==> config.mk <==
export PLATFORM = sky130hd
export DESIGN_NAME = pipelined_flag_alu_flat
export DESIGN_NICKNAME = d
export VERILOG_FILES = /design/src/rtl/pipelined_flag_alu_if.sv /design/src/rtl/pipelined_flag_alu.sv /design/src/flat_wrapper.sv
export SDC_FILE = /design/constraint.sdc
export NUM_CORES = 1
export LEC_CHECK = 0
export ABC_AREA = 1
export BUFFER_PORTS_ARGS = -buffer_cell sky130_fd_sc_hd__buf_2
export CORE_UTILIZATION = 30
export CTS_CLUSTER_SIZE = 40
export DETAILED_ROUTE_END_ITERATION = 7
export PLACE_DENSITY_LB_ADDON = 0.1
export SLEW_MARGIN = 5
export SYNTH_ARGS = -nofsm -noshare
export SYNTH_HDL_FRONTEND = slang
export SYNTH_SLANG_ARGS = --single-unit
==> constraint.sdc <==
create_clock -name clk -period 2.06 [get_ports clk]
set_clock_uncertainty 0.05 [all_clocks]
set_input_delay 0.103 -clock clk [delete_from_list [all_inputs] [get_ports clk]]
set_output_delay 0.103 -clock clk [all_outputs]
set_load 0.02 [all_outputs]
==> src/rtl/pipelined_flag_alu_if.sv <==
// pipelined_flag_alu_if: operand/result handshake bundle between decode, ALU and writeback
interface pipelined_flag_alu_if #(
    parameter int WIDTH = 16
);
    logic             flush;
    logic             in_valid;
    logic             in_ready;
    logic [3:0]       opcode;
    logic [1:0]       cz;
    logic [WIDTH-1:0] a;
    logic [WIDTH-1:0] b;
    logic             out_valid;
    logic             out_ready;
    logic [WIDTH-1:0] result;
    logic             wr_en;
    logic             c_flag;
    logic             z_flag;
    logic             busy;
    modport master (
        output flush, in_valid, opcode, cz, a, b, out_ready,
        input  in_ready, out_valid, result, wr_en, c_flag, z_flag, busy
    );
    modport slave (
        input  flush, in_valid, opcode, cz, a, b, out_ready,
        output in_ready, out_valid, result, wr_en, c_flag, z_flag, busy
    );
endinterface

==> src/rtl/pipelined_flag_alu.sv <==
// pipelined_flag_alu: registered flag-owning ALU with valid/ready handshakes; ALU_MUL_EN adds a shift-add multiplier FSM
module pipelined_flag_alu #(
    parameter int WIDTH = 16
) (
    input logic                 clk,
    input logic                 rst_n,
    pipelined_flag_alu_if.slave bus
);
`ifdef ALU_MUL_EN
    localparam bit MUL_EN = 1'b1;
`else
    localparam bit MUL_EN = 1'b0;
`endif
    localparam int CW = $clog2(WIDTH);
    typedef enum logic {IDLE, MUL} state_t;
    state_t             state_q;
    logic [CW-1:0]      cnt_q;
    logic [2*WIDTH-1:0] mcand_q, prod_q, prod_d;
    logic [WIDTH-1:0]   mplier_q, res_q, res_d, nand_ab;
    logic               ov_q, wr_q, c_q, z_q, wr_d, c_d, z_d;
    logic               ready, accept, is_mul, cond_ok;
    logic [WIDTH:0]     sum, adl;
    assign sum     = {1'b0, bus.a} + {1'b0, bus.b};
    assign adl     = {1'b0, bus.a} + {1'b0, bus.b[WIDTH-2:0], 1'b0};
    assign nand_ab = ~(bus.a & bus.b);
    assign ready   = (state_q == IDLE) & (~ov_q | bus.out_ready) & ~bus.flush;
    assign accept  = bus.in_valid & ready;
    assign is_mul  = MUL_EN & (bus.opcode == 4'b1110);
    assign cond_ok = bus.cz == 2'b01 ? z_q : bus.cz == 2'b10 ? c_q : 1'b1;
    assign prod_d  = prod_q + (mplier_q[0] ? mcand_q : '0);
    assign bus.in_ready  = ready;
    assign bus.out_valid = ov_q;
    assign bus.result    = res_q;
    assign bus.wr_en     = wr_q;
    assign bus.c_flag    = c_q;
    assign bus.z_flag    = z_q;
    assign bus.busy      = MUL_EN & (state_q == MUL);
    // Single-cycle decode: next result, write qualifier and flags from operands and committed flags
    always_comb begin
        res_d = sum[WIDTH-1:0];
        wr_d  = 1'b1;
        c_d   = c_q;
        z_d   = z_q;
        case (bus.opcode)
            4'b0000: begin
                c_d = sum[WIDTH];
                z_d = ~|sum[WIDTH-1:0];
            end
            4'b0001: begin
                if (!cond_ok) begin
                    res_d = '0;
                    wr_d  = 1'b0;
                end else if (bus.cz == 2'b11) begin
                    res_d = adl[WIDTH-1:0];
                    c_d   = adl[WIDTH];
                    z_d   = ~|adl[WIDTH-1:0];
                end else begin
                    c_d = sum[WIDTH];
                    z_d = ~|sum[WIDTH-1:0];
                end
            end
            4'b0010: begin
                if (!cond_ok || bus.cz == 2'b11) begin
                    res_d = '0;
                    wr_d  = 1'b0;
                end else begin
                    res_d = nand_ab;
                    z_d   = ~|nand_ab;
                end
            end
            4'b1000: begin
                res_d = bus.a - bus.b;
                z_d   = bus.a == bus.b;
            end
            default: ;
        endcase
    end
    // Result/flag registers and multiplier FSM; flush aborts work but never touches flags
    always_ff @(posedge clk or negedge rst_n) begin
        if (!rst_n) begin
            state_q  <= IDLE;
            cnt_q    <= '0;
            mcand_q  <= '0;
            mplier_q <= '0;
            prod_q   <= '0;
            res_q    <= '0;
            ov_q     <= 1'b0;
            wr_q     <= 1'b0;
            c_q      <= 1'b0;
            z_q      <= 1'b0;
        end else if (bus.flush) begin
            state_q <= IDLE;
            ov_q    <= 1'b0;
            cnt_q   <= '0;
        end else if (accept && is_mul) begin
            state_q  <= MUL;
            cnt_q    <= CW'(WIDTH - 1);
            mcand_q  <= {{WIDTH{1'b0}}, bus.a};
            mplier_q <= bus.b;
            prod_q   <= '0;
            ov_q     <= 1'b0;
        end else if (accept) begin
            res_q <= res_d;
            wr_q  <= wr_d;
            c_q   <= c_d;
            z_q   <= z_d;
            ov_q  <= 1'b1;
        end else if (state_q == MUL) begin
            prod_q   <= prod_d;
            mcand_q  <= mcand_q << 1;
            mplier_q <= mplier_q >> 1;
            cnt_q    <= cnt_q - 1'b1;
            if (cnt_q == '0) begin
                state_q <= IDLE;
                res_q   <= prod_d[WIDTH-1:0];
                wr_q    <= 1'b1;
                c_q     <= |prod_d[2*WIDTH-1:WIDTH];
                z_q     <= ~|prod_d[WIDTH-1:0];
                ov_q    <= 1'b1;
            end
        end else if (bus.out_ready) begin
            ov_q <= 1'b0;
        end
    end
endmodule
==> src/flat_wrapper.sv <==
// flat-port wrapper written by rule: the top's interface ports become plain ports
module pipelined_flag_alu_flat 
#(
    parameter int WIDTH = 16
)
  (clk, rst_n, bus_flush, bus_in_valid, bus_opcode, bus_cz, bus_a, bus_b, bus_out_ready, bus_in_ready, bus_out_valid, bus_result, bus_wr_en, bus_c_flag, bus_z_flag, bus_busy);
  pipelined_flag_alu_if #(.WIDTH(WIDTH)) bus_i ();
  input logic clk;
  input logic rst_n;
  input wire logic [$bits(bus_i.flush)-1:0] bus_flush;
  input wire logic [$bits(bus_i.in_valid)-1:0] bus_in_valid;
  input wire logic [$bits(bus_i.opcode)-1:0] bus_opcode;
  input wire logic [$bits(bus_i.cz)-1:0] bus_cz;
  input wire logic [$bits(bus_i.a)-1:0] bus_a;
  input wire logic [$bits(bus_i.b)-1:0] bus_b;
  input wire logic [$bits(bus_i.out_ready)-1:0] bus_out_ready;
  output wire logic [$bits(bus_i.in_ready)-1:0] bus_in_ready;
  output wire logic [$bits(bus_i.out_valid)-1:0] bus_out_valid;
  output wire logic [$bits(bus_i.result)-1:0] bus_result;
  output wire logic [$bits(bus_i.wr_en)-1:0] bus_wr_en;
  output wire logic [$bits(bus_i.c_flag)-1:0] bus_c_flag;
  output wire logic [$bits(bus_i.z_flag)-1:0] bus_z_flag;
  output wire logic [$bits(bus_i.busy)-1:0] bus_busy;
  assign bus_i.flush = bus_flush;
  assign bus_i.in_valid = bus_in_valid;
  assign bus_i.opcode = bus_opcode;
  assign bus_i.cz = bus_cz;
  assign bus_i.a = bus_a;
  assign bus_i.b = bus_b;
  assign bus_i.out_ready = bus_out_ready;
  assign bus_in_ready = bus_i.in_ready;
  assign bus_out_valid = bus_i.out_valid;
  assign bus_result = bus_i.result;
  assign bus_wr_en = bus_i.wr_en;
  assign bus_c_flag = bus_i.c_flag;
  assign bus_z_flag = bus_i.z_flag;
  assign bus_busy = bus_i.busy;
  pipelined_flag_alu #(.WIDTH(WIDTH)) u_core (.clk(clk), .rst_n(rst_n), .bus(bus_i));
endmodule
==> summary.txt <==
Timing
  – RSZ-0062 raised after global routing: yes
  – Final setup viols: 0
  – Final Hold Vio Count: 0
  – Slew Limit Fails: 0
  – Final WS setup: 0.141 ns
  – Fin crit period: 1.92 ns
  – Hold Slack: 0.0901 ns
  – Slew HR: 62.6%
  – Peak Freq: 521 MHz
  – Final setup TNS: 0 ns
  – Worst Tran Pin Value: 0.562 ns
  – Period utilization: 93.2%

Detailed routing
  – Vias per inst: 4.69
  – Starting DRT DRC Count: 245
  – Routed WL: 16200 um
  – Pre-antenna DRT Iters: 8
  – Wire length per cell: 14.6 um
  – DRC: 10
  – Routed Antenna Nets: 0
  – Routed via count: 5192

Worst setup path
  – Critical Path AT: 2.01 ns
  – Crit Path Max Fanout: 3
  – Crit. End Element: flip-flop
  – R2r setup slk: 0.32 ns
  – Worst setup SP type: input pin
  – Crit path kind: input pin to flip-flop
  – WP data required: 2.15 ns

Placement
  – Port Buf Inserts: 63
  – Post-DP Area: 5820 um2
  – GPL Wtd Cong: 0.907
  – Placement Setup Slack: -0.299 ns
  – Hpwl dp: 14200 um

Logic synthesis
  – Most frequent cells after synthesis: 235 x nand2_1, 102 x inv_1, 63 x nor2_1
  – Flop and latch count out of synthesis: 25
  – Synth Cell Area: 4570 um2
  – Synth area leaders: nand2_1 19%, dfrtp_1 14%, ha_1 13%
  – Synthesized Nets: 850
  – Most instantiated library cell after synthesis: nand2_1
  – Synthesized netlist cell count: 756
  – Distinct cell type count after synthesis: 50
  – Seq/Total Area, Yosys: 13.7%
  – Synth top area share: 19.3%
  – Synth area leader: nand2_1
  – Synth Flop Type: dfrtp_1
  – Post-synth EDFFs: 0
  – Syn_area_per_cell: 6.04 um2
  – Yosys warnings: 0
  – Ys async rst share: 100%

Clock tree
  – Worst skew pair latency: 0.26 ns
  – CTS tree: done
  – H-tree depth: 1
  – CTS Sinks: 25
  – Maximum buffer depth of the clock tree: 2
  – Worst-path clk slew: 0.07 ns
  – CTS root buf: clkbuf_16
  – Inserted Clock Buffers: 3

Floorplan
  – Die W: 125 um
  – Die Area: 15700 um2
  – Row count: 44
  – IO Count: 65
  – Initial Util: 31.1%
  – Core box area: 14700 um2
  – Die Height: 125 um

Global routing
  – Largest net degree at the start of global routing: 26
  – Number of global-route vias before repair: 5207
  – Grt ovf: 0
  – Initial antenna violation count: 0
  – Total GRT Usage: 21.2%
  – First-pass GRT wire length: 26400 um

Run status
  – Status: complete, but fails checks
  – Violated checks: DRC

Finish
  – Syn-to-layout area delta: 31.9%
  – Layout Nets: 1017
  – Fill count: 1639
  – Antenna diodes: 0
  – Cell area after layout: 6030 um2
  – Layout cells sized above 1: 29.5%

Power and ir drop
  – Worst VDD drop: 245 uV
  – Leak: 3.32 nW
  – PD cells: 467 nW/um2

Hold path
  – Hold Crit Class: input pin to flip-flop

Flow run
  – Max Cap Viol: 0
[flip-flops by register name, indices dropped and copies added, names as in the netlist]
register and count:
u_core.bus.c_flag 1, u_core.bus.z_flag 1, u_core.bus.result 16, u_core.state_q 1
u_core.bus.wr_en 1, u_core.bus.out_valid 1, u_core.cnt_q 4
[cell families (layout without fill, tap and decap cells)]
| kind of cell | Yosys count | after routing | share of synthesized area, % |
|---|---|---|---|
| buf+inv | 140 | 306 | 13.5 |
| fa+ha+maj | 51 | 51 | 14.5 |
| xor+xnor | 11 | 11 | 2.27 |
| simple gates | 413 | 413 | 40.6 |
| flops | 25 | 25 | 13.7 |
| compound gates | 115 | 115 | 15.4 |
| other cells | 1 | 1 | 0.0821 |
[worst max-delay path, cell delays in order]
cell	delay, ns
buf_2	0.13
buf_4	0.11
ha_1	0.13
inv_1	0.06
fa_2	0.36
inv_2	0.09
o21ai_2	0.07
buf_4	0.15
a21oi_2	0.14
xor2_1	0.16
o22ai_1	0.11
o31ai_1	0.32
nand2_1	0.08
[power by group]
part,leakage [nW],internal (mW),switching [mW]
combinational,2.96,0.744,1.01
sequential,0.319,0.571,0.0428
clock,0.0371,0.264,0.180
total,3.32,1.58,1.24
[stage by stage]
stage / total power [mW] / utilization (%) / std cells
floorplan: 1.63 / - / 756
global placement: 2.33 / 39.6 / 1099
detailed placement: 2.34 / 39.6 / 1099
CTS: 2.80 / 40.3 / 1104
global route: 3.07 / 41.0 / 1106
finish: 2.82 / 41.0 / 1106
[layer usage]
metal  vias to the layer above  global-route usage, %  part of all wire, %  wire length (um)
li1                       2754                      -                    -                 -
met1                      2331                   28.9                   49              7900
met2                        94                   36.5                   46              7470
met3                        13                   1.33                  3.5               570
met4                         0                   4.73                  1.4               228
met5                         -                      0                    0                 0
[final timing paths]
kind | start | to | depth (start not counted)
max | bus_b[0] | u_core.bus.result[8] | 13
min | bus_flush | u_core.state_q | 4
max reg2reg | u_core.cnt_q[0] | u_core.bus.result[8] | 10
min reg2reg | u_core.bus.result[10] | u_core.bus.result[10] | 2
max in group asynchronous | rst_n | u_core.bus.result[13] | 2
min in group asynchronous | rst_n | u_core.cnt_q[2] | 2
[area by class of cell]
cell class | count | area, um2 | share of cell area, %
clock inverter | 1 | 7.51 | 0.125
tap | 184 | 230 | 3.82
sequential | 25 | 626 | 10.4
multi-input combinational | 591 | 3430 | 56.9
inverter | 123 | 469 | 7.78
clock buffer | 3 | 75.1 | 1.25
timing repair buffer | 179 | 1190 | 19.8
[cell usage in the layout (no fill, tap or decap), types with 10 or more instances in the layout]
cell / n
a21oi_1: 40
a21oi_2: 10
buf_2: 63
buf_4: 114
dfrtp_1: 25
ha_1: 40
inv_1: 101
inv_2: 18
nand2_1: 234
nand2_2: 15
nand3_1: 51
nand4_1: 13
nor2_1: 61
o21ai_0: 29
[timing repair]
action,CTS,global route
cloned,0,0
endpoints found under the hold margin,25,0
pin swaps,0,12
hold buffers,1,0
setup endpoints to repair,1,8
gates resized for setup,1,24
setup buffers,0,2
(Power assumes the default switching activity.)
